File: src/rtl/serial_subtractor_if.sv
// Handshake and operand/result bundle for the bit-serial subtractor.
// The master drives the request and operands; the slave returns status and the result.
interface serial_subtractor_if #(
  parameter int WIDTH = 8
);
  logic             start;
  logic [WIDTH-1:0] a;
  logic [WIDTH-1:0] b;
  logic             ready;
  logic             busy;
  logic             done;
  logic [WIDTH-1:0] diff;
  logic             bout;
  logic             ovf;

  modport master (
    output start, a, b,
    input  ready, busy, done, diff, bout, ovf
  );

  modport slave (
    input  start, a, b,
    output ready, busy, done, diff, bout, ovf
  );
endinterface

File: src/rtl/serial_subtractor.sv
// Bit-serial two's-complement subtractor: diff = a - b, LSB first, one bit per clock
// through a single full-subtractor cell and a borrow flip-flop.
module serial_subtractor #(
  parameter int WIDTH = 8
) (
  input logic                clk,
  input logic                rst,
  serial_subtractor_if.slave bus
);
  localparam int CW = $clog2(WIDTH + 1);

  typedef enum logic {IDLE, RUN} state_t;

  state_t           state;
  logic [WIDTH-1:0] a_sh, b_sh, r_sh;
  logic [WIDTH-1:0] r_next, d_vec;
  logic [CW-1:0]    cnt;
  logic             borrow, a_msb, b_msb;
  logic             d, borrow_n, last;
  logic             busy_q, done_q, bout_q, ovf_q;
  logic [WIDTH-1:0] diff_q;

  always_comb begin
    d        = a_sh[0] ^ b_sh[0] ^ borrow;
    borrow_n = (~a_sh[0] & b_sh[0]) | (~(a_sh[0] ^ b_sh[0]) & borrow);
    // d is placed via a vector so WIDTH=1 needs no degenerate slice
    d_vec            = '0;
    d_vec[WIDTH-1]   = d;
    r_next           = (r_sh >> 1) | d_vec;
    last             = (cnt == CW'(WIDTH - 1));
  end

  always_ff @(posedge clk) begin
    if (rst) begin
      state  <= IDLE;
      a_sh   <= '0;
      b_sh   <= '0;
      r_sh   <= '0;
      cnt    <= '0;
      borrow <= 1'b0;
      a_msb  <= 1'b0;
      b_msb  <= 1'b0;
      busy_q <= 1'b0;
      done_q <= 1'b0;
      diff_q <= '0;
      bout_q <= 1'b0;
      ovf_q  <= 1'b0;
    end else begin
      done_q <= 1'b0;
      case (state)
        IDLE: begin
          if (bus.start) begin
            a_sh   <= bus.a;
            b_sh   <= bus.b;
            borrow <= 1'b0;
            cnt    <= '0;
            a_msb  <= bus.a[WIDTH-1];
            b_msb  <= bus.b[WIDTH-1];
            state  <= RUN;
            busy_q <= 1'b1;
          end
        end
        RUN: begin
          a_sh   <= a_sh >> 1;
          b_sh   <= b_sh >> 1;
          r_sh   <= r_next;
          borrow <= borrow_n;
          cnt    <= cnt + 1'b1;
          if (last) begin
            diff_q <= r_next;
            bout_q <= borrow_n;
            ovf_q  <= (a_msb != b_msb) & (d != a_msb);
            done_q <= 1'b1;
            busy_q <= 1'b0;
            state  <= IDLE;
          end
        end
        default: begin
          state  <= IDLE;
          busy_q <= 1'b0;
        end
      endcase
    end
  end

  assign bus.ready = (state == IDLE);
  assign bus.busy  = busy_q;
  assign bus.done  = done_q;
  assign bus.diff  = diff_q;
  assign bus.bout  = bout_q;
  assign bus.ovf   = ovf_q;
endmodule

File: src/flat_wrapper.sv
// flat-port wrapper written by rule: the top's interface ports become plain ports
module serial_subtractor_flat 
#(
  parameter int WIDTH = 8
)
  (clk, rst, bus_start, bus_a, bus_b, bus_ready, bus_busy, bus_done, bus_diff, bus_bout, bus_ovf);
  serial_subtractor_if #(.WIDTH(WIDTH)) bus_i ();
  input logic clk;
  input logic rst;
  input wire logic [$bits(bus_i.start)-1:0] bus_start;
  input wire logic [$bits(bus_i.a)-1:0] bus_a;
  input wire logic [$bits(bus_i.b)-1:0] bus_b;
  output wire logic [$bits(bus_i.ready)-1:0] bus_ready;
  output wire logic [$bits(bus_i.busy)-1:0] bus_busy;
  output wire logic [$bits(bus_i.done)-1:0] bus_done;
  output wire logic [$bits(bus_i.diff)-1:0] bus_diff;
  output wire logic [$bits(bus_i.bout)-1:0] bus_bout;
  output wire logic [$bits(bus_i.ovf)-1:0] bus_ovf;
  assign bus_i.start = bus_start;
  assign bus_i.a = bus_a;
  assign bus_i.b = bus_b;
  assign bus_ready = bus_i.ready;
  assign bus_busy = bus_i.busy;
  assign bus_done = bus_i.done;
  assign bus_diff = bus_i.diff;
  assign bus_bout = bus_i.bout;
  assign bus_ovf = bus_i.ovf;
  serial_subtractor #(.WIDTH(WIDTH)) u_core (.clk(clk), .rst(rst), .bus(bus_i));
endmodule
File: config.mk
export PLATFORM = sky130hd
export DESIGN_NAME = serial_subtractor_flat
export DESIGN_NICKNAME = d
export VERILOG_FILES = /design/src/rtl/serial_subtractor_if.sv /design/src/rtl/serial_subtractor.sv /design/src/flat_wrapper.sv
export SDC_FILE = /design/constraint.sdc
export NUM_CORES = 1
export LEC_CHECK = 0
export CORE_MARGIN = 3
export CORE_UTILIZATION = 40
export CTS_CLUSTER_SIZE = 10
export DETAILED_ROUTE_END_ITERATION = 6
export MAX_ROUTING_LAYER = met4
export PLACE_DENSITY_LB_ADDON = 0.15
export SLEW_MARGIN = 20
export SYNTH_ARGS = -nofsm -noshare
export SYNTH_HDL_FRONTEND = slang
export SYNTH_SLANG_ARGS = --single-unit
File: constraint.sdc
create_clock -name clk -period 1.4 [get_ports clk]
set_input_delay 0.28 -clock clk [delete_from_list [all_inputs] [get_ports clk]]
set_output_delay 0.28 -clock clk [all_outputs]
set_load 0.03 [all_outputs]
# Yosys cells after proc, flatten, opt, wreduce, memory -nomap -nowiden
# Cells that the tools add are included.
[word_totals] reg_bits=44 inputBits=19 output_inout_bits=13 wordCells=48
[op_classes] n_addsub=1 n_eq_ne=5 n_mux=15 bitwise=10 n_reduce_logical=4
[op_table] cell="$pmux W8 S2" count=2
[op_table] cell="$mux W8" count=2
[op_table] cell="$or A7 B8 Y8" count=1
[op_table] cell="$pmux W4 S2" count=1
[op_table] cell="$mux W1" count=6
[op_table] cell="$pmux W1 S2" count=3
[op_table] cell="$reduce_and A2 Y1" count=3
[op_table] cell="$add A4 B1 Y4 const B" count=1
[op_table] cell="$eq A4 B3 Y1 const B" count=1
[op_table] cell="$mux W4" count=1
[op_table] cell="$ne A2 B2 Y1 const B" count=2
[op_table] cell="$and A1 B1 Y1" count=3
[op_table] cell="$not A1 Y1" count=3
[op_table] cell="$ne A1 B1 Y1" count=2
[op_table] cell="$reduce_or A2 Y1" count=1
[op_table] cell="$xor A1 B1 Y1" count=2
[op_table] cell="$or A1 B1 Y1" count=1

# Longest topological paths before layout
# Gate-level depths: netlist of run 1.
[depth] depth_word=5 mapped_depth=5 mapped_depth_nobuf=5

# Worst setup path after synthesis of run 1
# No wires, ideal clock.
[synth_path] path_type="register to register" startpoint="register u_core.b_sh[0]" endpoint="register u_core.ovf_q, in the netlist u_core.bus.ovf" t_arrival_ps=1242 path_slack_ps=98 path_stages_with_launch=6 synth_period_minus_slack_ps=1302 cell_sequence="dfxtp_1 inv_1 fa_1 nand2_1 o22ai_1 a22o_1"
[synth_via] elab_chain_cells=4
[synth_rtl] item="start, declared" line="serial_subtractor.sv:15" rtl="logic [WIDTH-1:0] a_sh, b_sh, r_sh;"
[synth_rtl] item="start signal, assigned" line="serial_subtractor.sv:54" rtl="b_sh <= bus.b;"
[synth_rtl] item="start signal, assigned" line="serial_subtractor.sv:65" rtl="b_sh <= b_sh >> 1;"
[synth_rtl] item="$xor A1 B1 Y1 (2 in series)" line="serial_subtractor.sv:24" rtl="d = a_sh[0] ^ b_sh[0] ^ borrow;"
[synth_rtl] item="via u_core.d" line="serial_subtractor.sv:19" rtl="logic d, borrow_n, last;"
[synth_rtl] item="$ne A1 B1 Y1" line="serial_subtractor.sv:72" rtl="ovf_q <= (a_msb != b_msb) & (d != a_msb);"
[synth_rtl] item="$and A1 B1 Y1" line="serial_subtractor.sv:72"
[synth_rtl] item="end signal, assigned" line="serial_subtractor.sv:72"
[synth_rtl] item="end, declared" line="serial_subtractor.sv:20" rtl="logic busy_q, done_q, bout_q, ovf_q;"
# The timed path passes the listed nets, and every way through them passes these cells.
# A chain may end at the register's enable or synchronous reset.

# Final worst setup path of run 1
[layout_path] startpoint="register u_core.borrow" endpoint="register u_core.ovf_q, in the netlist u_core.bus.ovf"
[layout_via] elab_chain_cells=3
[layout_rtl] item="start, declared" line="serial_subtractor.sv:18" rtl="logic borrow, a_msb, b_msb;"
[layout_rtl] item="start signal, assigned" line="serial_subtractor.sv:67" rtl="borrow <= borrow_n;"
[layout_rtl] item="$xor A1 B1 Y1" line="serial_subtractor.sv:24"
[layout_rtl] item="via u_core.d" line="serial_subtractor.sv:19"
[layout_rtl] item="$ne A1 B1 Y1" line="serial_subtractor.sv:72"
[layout_rtl] item="$and A1 B1 Y1" line="serial_subtractor.sv:72"
# The timed path passes the listed nets, and every way through them passes these cells.

==> results of run 1 <==
layer usage:
layer / up-vias / share of wire / GRT usage
met5: - / 0 / -
met4: 0 / 0.0085 / 0.0376
met3: 4 / 0.042 / 0.0519
met2: 26 / 0.48 / 0.237
met1: 632 / 0.46 / 0.183
li1: 681 / - / -
power by group:
group          internal (W)  switching (W)  total [W]  leakage, nW
Sequential          0.00127      0.0000271    0.00129        0.352
Clock              0.000531       0.000426   0.000957       0.0581
Combinational      0.000166       0.000135   0.000301        0.582
what timing repair did:
item	4_1_cts	5_1_grt
setup endpoints to repair	24	12
pin swaps	1	0
resized for setup	16	8
critical path, cell delays in order, from the launching register on:
cell     delay, ns
dfxtp_2       0.33
inv_2         0.04
fa_1          0.59
nand2_1       0.07
o22ai_1       0.14
a22o_1        0.14
placed cells by master, fill, tap and decap left out, types with 2 or more instances in the layout:
cell type,n
nor3b_1,4
inv_1,5
a21oi_1,19
nor2_1,13
a22o_1,10
nor3_1,2
clkdlybuf4s50_1,18
dlygate4sd2_1,12
o21a_1,2
buf_12,2
dfxtp_1,39
mux2_2,14
clkbuf_8,5
buf_4,11
mux2i_1,11
nand2_1,30
dfxtp_2,4
worst paths after layout:
kind                        from        endpoint  cells after the start
hold reg to reg   u_core.b_sh[3]  u_core.b_sh[2]                      2
hold / removal    u_core.b_sh[3]  u_core.b_sh[2]                      2
setup / recovery   u_core.borrow  u_core.bus.ovf                      5
setup reg to reg   u_core.borrow  u_core.bus.ovf                      5
cells by family after synthesis:
group,after synthesis
AND/OR/NAND/NOR,55
buffers and inverters,18
multiplexers,25
flip-flops,43
AO/OA/AOI/OAI,34
adder cells (fa/ha/maj),2
XOR/XNOR,1
flip-flops by register name, indices dropped and copies added, names as in the netlist:
name,count
u_core.state,1
u_core.bus.ovf,1
u_core.bus.diff,8
u_core.b_sh,8
u_core.a_sh,8
u_core.b_msb,1
u_core.a_msb,1
u_core.borrow,1
u_core.bus.bout,1
u_core.cnt,4
u_core.r_sh,7
u_core.bus.done,1
u_core.bus.busy,1
cell type report:
class,instances,area (µm²)
timing repair buffer,44,413
clock inverter,3,43.8
multi-input combinational,117,800
clock buffer,5,68.8
tap,50,62.6
inverter,6,22.5
sequential,43,866
fill,384,1810
through the flow:
stage | total power (W) | TNS [ns]
after floorplan | 0.00150 | 0
after global placement | 0.00162 | -4.33
after detailed placement | 0.00163 | -5.09
after CTS | 0.00258 | 0
after global routing | 0.00269 | -0.0170
final | 0.00255 | 0
==> results.md, run 1 <==
* Post-route ant nets at 0
* Post-Synth XOR/XNOR Area at 0.00506
* Vias in the first global route at 1313
* # DRC at 0
* Post-synthesis compound-gate area fraction at 0.126
* Gate Count Post-Synth at 178
* Hold Buf Count CTS at 0
* Port Buffers at 31
* Primary FF master, synth: dfxtp_1
* Mapped Nets at 199
* Final Hold Vio Count at 0
* Min Tclk post-route at 1.35 ns
* Slew headroom at 0.792
* Post-route core utilization at 0.557
* Crit path launch type: flip-flop
* Overall global routing resource usage at 0.150
* Final setup fails at 0
* Yosys reg bits at 43
* Worst-path maximum fanout at 3
* First-pass GRT wire length at 5950 µm
* # rows at 23
* Post-synthesis cell type count at 26
* Most common cell in the netlist: dfxtp_1
* Drt pass-1 iters at 4
* Cell taking the most area after synthesis: dfxtp_1
* Grt total ovfl at 0
* Post-Place Setup Slack at -0.217 ns
* Synthesized-area fraction occupied by adder cells at 0.0188
* Chip width at 71.8 µm
* Io pins at 32
* Post CTS Setup Buffer Count at 0
* FF-to-FF setup slack at 0.05 ns
* CP Class: flip-flop to flip-flop
* Max-Cap Viols at 0
* Nets at 238
* Core area at 4090 µm²
* Peak supply drop at 0.540 mV
* Die span in y at 71.8 µm
* CTS root buffer: clkbuf_8
* Largest family of logic cells by synthesized area: multiplexers
* Clk Latency, worst-skew pair at 0.29 ns
* Largest net degree at the start of global routing at 24
* Vias/cell at 5.01
* Status: finished, final reports clean
* Placed cell area at 2160 µm²
* Total CTS buffers at 5
* Syn Area/Cell at 9.73 µm²
* Total number of vias at 1343
* Die ar. at 5150 µm²
* H-tree levels at 2
* Placer Congestion at 0.760
* Slew of the pin with the lowest slew margin at 0.313 ns
* Unrepaired setup endpoints after global routing: yes
* Synth top cells by count: 43 x dfxtp_1, 30 x nand2_1, 19 x a21oi_1
* Final wirelength at 3400 µm
* Share of the yosys chip area belonging to registers at 0.497
* Clk slew on worst S/H paths at 0.08 ns
* Initial Utilization at 0.424
* Max Fclk at 739 MHz
* Worst hold slack at 0.452 ns
* Post-synth top area share at 0.497
* Slew Limit Fails at 0
* Setup Skew at 0.00572 ns
* Yosys warns at 0
* Post-synthesis simple-gate area fraction at 0.146
* Worst hold path type: flip-flop to flip-flop
* Synthesized area at 1730 µm²
* Critical Path AT at 1.59 ns
* Final instance area at 2280 µm²
* CP required at 1.64 ns
* Period Utilization, post-route at 0.966
* Pleak at 0.992 nW
* Number of synthesized flops with an enable pin at 0
* FFs w/ async S/R, synth at 0
* Area contributors post-synth: dfxtp_1 50%, mux2_2 9.1%, nand2_1 6.5%
* CTS tree: built
* Post-synthesis mux area share at 0.155
* Initial detailed-routing violation count at 65
* Initial antenna violation count at 0
* Clk sink count at 43
* Share of layout cells above drive strength 1 at 0.206
* # diodes at 0
* Detail Placement HPWL at 2440 µm
* Power Dens Cells at 1120 nW/µm²
* Maximum clock insertion buffer count at 2
* Setup crit end kind: flip-flop
* Final WS setup at 0.0476 ns
* Layout area overhead at 31.4%
* Placed Cells at 260
* Routed len/inst at 12.7 µm
* Fin cells at 268
Note: power is estimated with default switching activity, not from simulation.
==> inputs of run 2 (changes only) <==
==> constraint.sdc (replaced) <==
create_clock -name clk -period 1.4 [get_ports clk]
set_input_delay 0.28 -clock clk [delete_from_list [all_inputs] [get_ports clk]]
set_output_delay 0.28 -clock clk [all_outputs]
set_load 0.01 [all_outputs]
==> run 2 against run 1 <==
  * Hold slack about the same
  * Sequential power about the same
  * Global-route usage down 0.22 points
  * Clock skew up 0.0020 ns
  * Clock-buffer cell count unchanged
  * Highest routed layer unchanged
  * Clock power up 19%
  * Non-clock buffer count down 2
  * Via count down 0.52%
  * Cell area up 0.33%
  * Worst setup slack worse by 0.041 ns
  * Sequential share of layout area down 0.070 points
  * Largest power group unchanged
  * First-iteration DRC count up 54%
==> results.md, run 2 (synthesis results as in run 1) <==
* Status: finished, final reports clean
* CP cell instances: inv_2, fa_2, nand2_1, o22ai_1, a22o_1
* First-pass GRT wire length at 5890 µm
* Detail Placement HPWL at 2330 µm
* Crit path launch type: flip-flop
* Initial antenna violation count at 0
* Total number of vias at 1336
* # DRC at 0
* Worst hold path type: flip-flop to flip-flop
* Overall global routing resource usage at 0.147
* Critical path's top delay family: adder cells
* # rows at 23
* Worst hold slack at 0.452 ns
* Max Fclk at 718 MHz
* Setup crit end kind: flip-flop
* Pleak at 0.978 nW
* Slew Limit Fails at 0
* Most frequent cells in the layout: 38 x dfxtp_1, 30 x nand2_1, 19 x a21oi_1
* Final instance area at 2280 µm²
* Slowest stage delay, CP at 0.60 ns
* Clk Latency, worst-skew pair at 0.29 ns
* Die ar. at 5150 µm²
* Post-route core utilization at 0.559
* CP Class: flip-flop to flip-flop
* Critical Path AT at 1.63 ns
* Power Dens Cells at 1190 nW/µm²
* Largest net degree at the start of global routing at 24
* Final Hold Vio Count at 0
* Vias/cell at 5.02
* Slew of the pin with the lowest slew margin at 0.286 ns
* Post CTS Setup Buffer Count at 0
* CP required at 1.63 ns
* Setup Skew at 0.00769 ns
* Placed cell area at 2140 µm²
* Setup TNS at 0 ns
* Vias in the first global route at 1300
* Chip width at 71.8 µm
* Initial detailed-routing violation count at 100
* Unrepaired setup endpoints after global routing: yes
* Peak supply drop at 0.658 mV
* Commonest non-fill, non-tap cell in the layout: dfxtp_1
* Routed len/inst at 12.8 µm
* CTS tree: built
* Die span in y at 71.8 µm
* Period Utilization, post-route at 0.995
* CTS root buffer: clkbuf_8
* Port Buffers at 31
* Grt total ovfl at 0
* Maximum clock insertion buffer count at 2
* Drt pass-1 iters at 4
* Io pins at 32
* Max-Cap Viols at 0
* Nets at 236
* Initial Utilization at 0.424
* Placer Congestion at 0.787
* CP bufs+invs at 1
* Share of layout cells above drive strength 1 at 0.204
* Clk slew on worst S/H paths at 0.08 ns
* Min Tclk post-route at 1.39 ns
* Clk sink count at 43
* Core area at 4090 µm²
* Hold Buf Count CTS at 0
* Final setup fails at 0
* Cell at the slowest stage of the critical path: fa_2
* Post-route ant nets at 0
* Worst-path maximum fanout at 3
* Slew headroom at 0.809
* Final wirelength at 3410 µm
* # diodes at 0
* FF-to-FF setup slack at 0.007 ns
* H-tree levels at 2
* Layout area overhead at 31.9%
* Total CTS buffers at 5
run 2: cell types whose count changed in the layout (fill, tap and decap cells not counted), sizes merged:
cell	change
buf	-2
bufinv	+1
clkbuf	-1
clkinv	-2
clkinvlp	+1
dlygate4sd2	+1
run 2: power breakdown:
part	total, W	switching [W]	internal [W]
Sequential	0.00129	0.0000272	0.00127
Combinational	0.000290	0.000127	0.000163
Clock	0.00114	0.000424	0.000711
Total	0.00272	0.000579	0.00214
run 2: through the flow:
stage | instances | worst slack [ns] | power (W)
4_1_cts | 266 | -0.0103 | 0.00275
3_3_place_gp | 258 | -0.198 | 0.00160
5_1_grt | 266 | -0.0747 | 0.00284
2_1_floorplan | 178 | 0.0991 | 0.00149
6_report | 266 | 0.00692 | 0.00272
3_5_place_dp | 258 | -0.230 | 0.00161
run 2: final cells by class:
type	instances	area, µm²
Timing Repair Buffer	42	402
Tap cell	50	62.6
Clock inverter	3	67.6
Fill cell	384	1800
Multi-Input combinational cell	117	793
Sequential cell	43	867
Clock buffer	5	68.8
Inverter	6	22.5
run 2: what timing repair did:
| action | in CTS | in global routing |
|---|---|---|
| setup endpoints to repair | 24 | 11 |
| gates resized for setup | 16 | 7 |
| pin swaps | 1 | 4 |
run 2: tightest hold or removal path, delay by kind of cell, from the launching register on:
kind,cells,cell delay [ns]
flip-flops,1,0.31
AND/OR/NAND/NOR,1,0.05
AO/OA/AOI/OAI,1,0.05
run 2: final timing paths:
check                       from              to  depth (start not counted)
setup / recovery  u_core.b_sh[0]  u_core.bus.ovf                          5
hold / removal    u_core.a_sh[6]  u_core.a_sh[5]                          2
setup reg to reg  u_core.b_sh[0]  u_core.bus.ovf                          5
hold reg to reg   u_core.a_sh[6]  u_core.a_sh[5]                          2
run 2: per-layer routing:
layer	track usage	routed length (µm)	up-vias
met4	0.0438	36	0
met5	-	0	-
li1	-	-	678
met3	0.0491	138	4
met1	0.177	1560	630
met2	0.235	1670	24
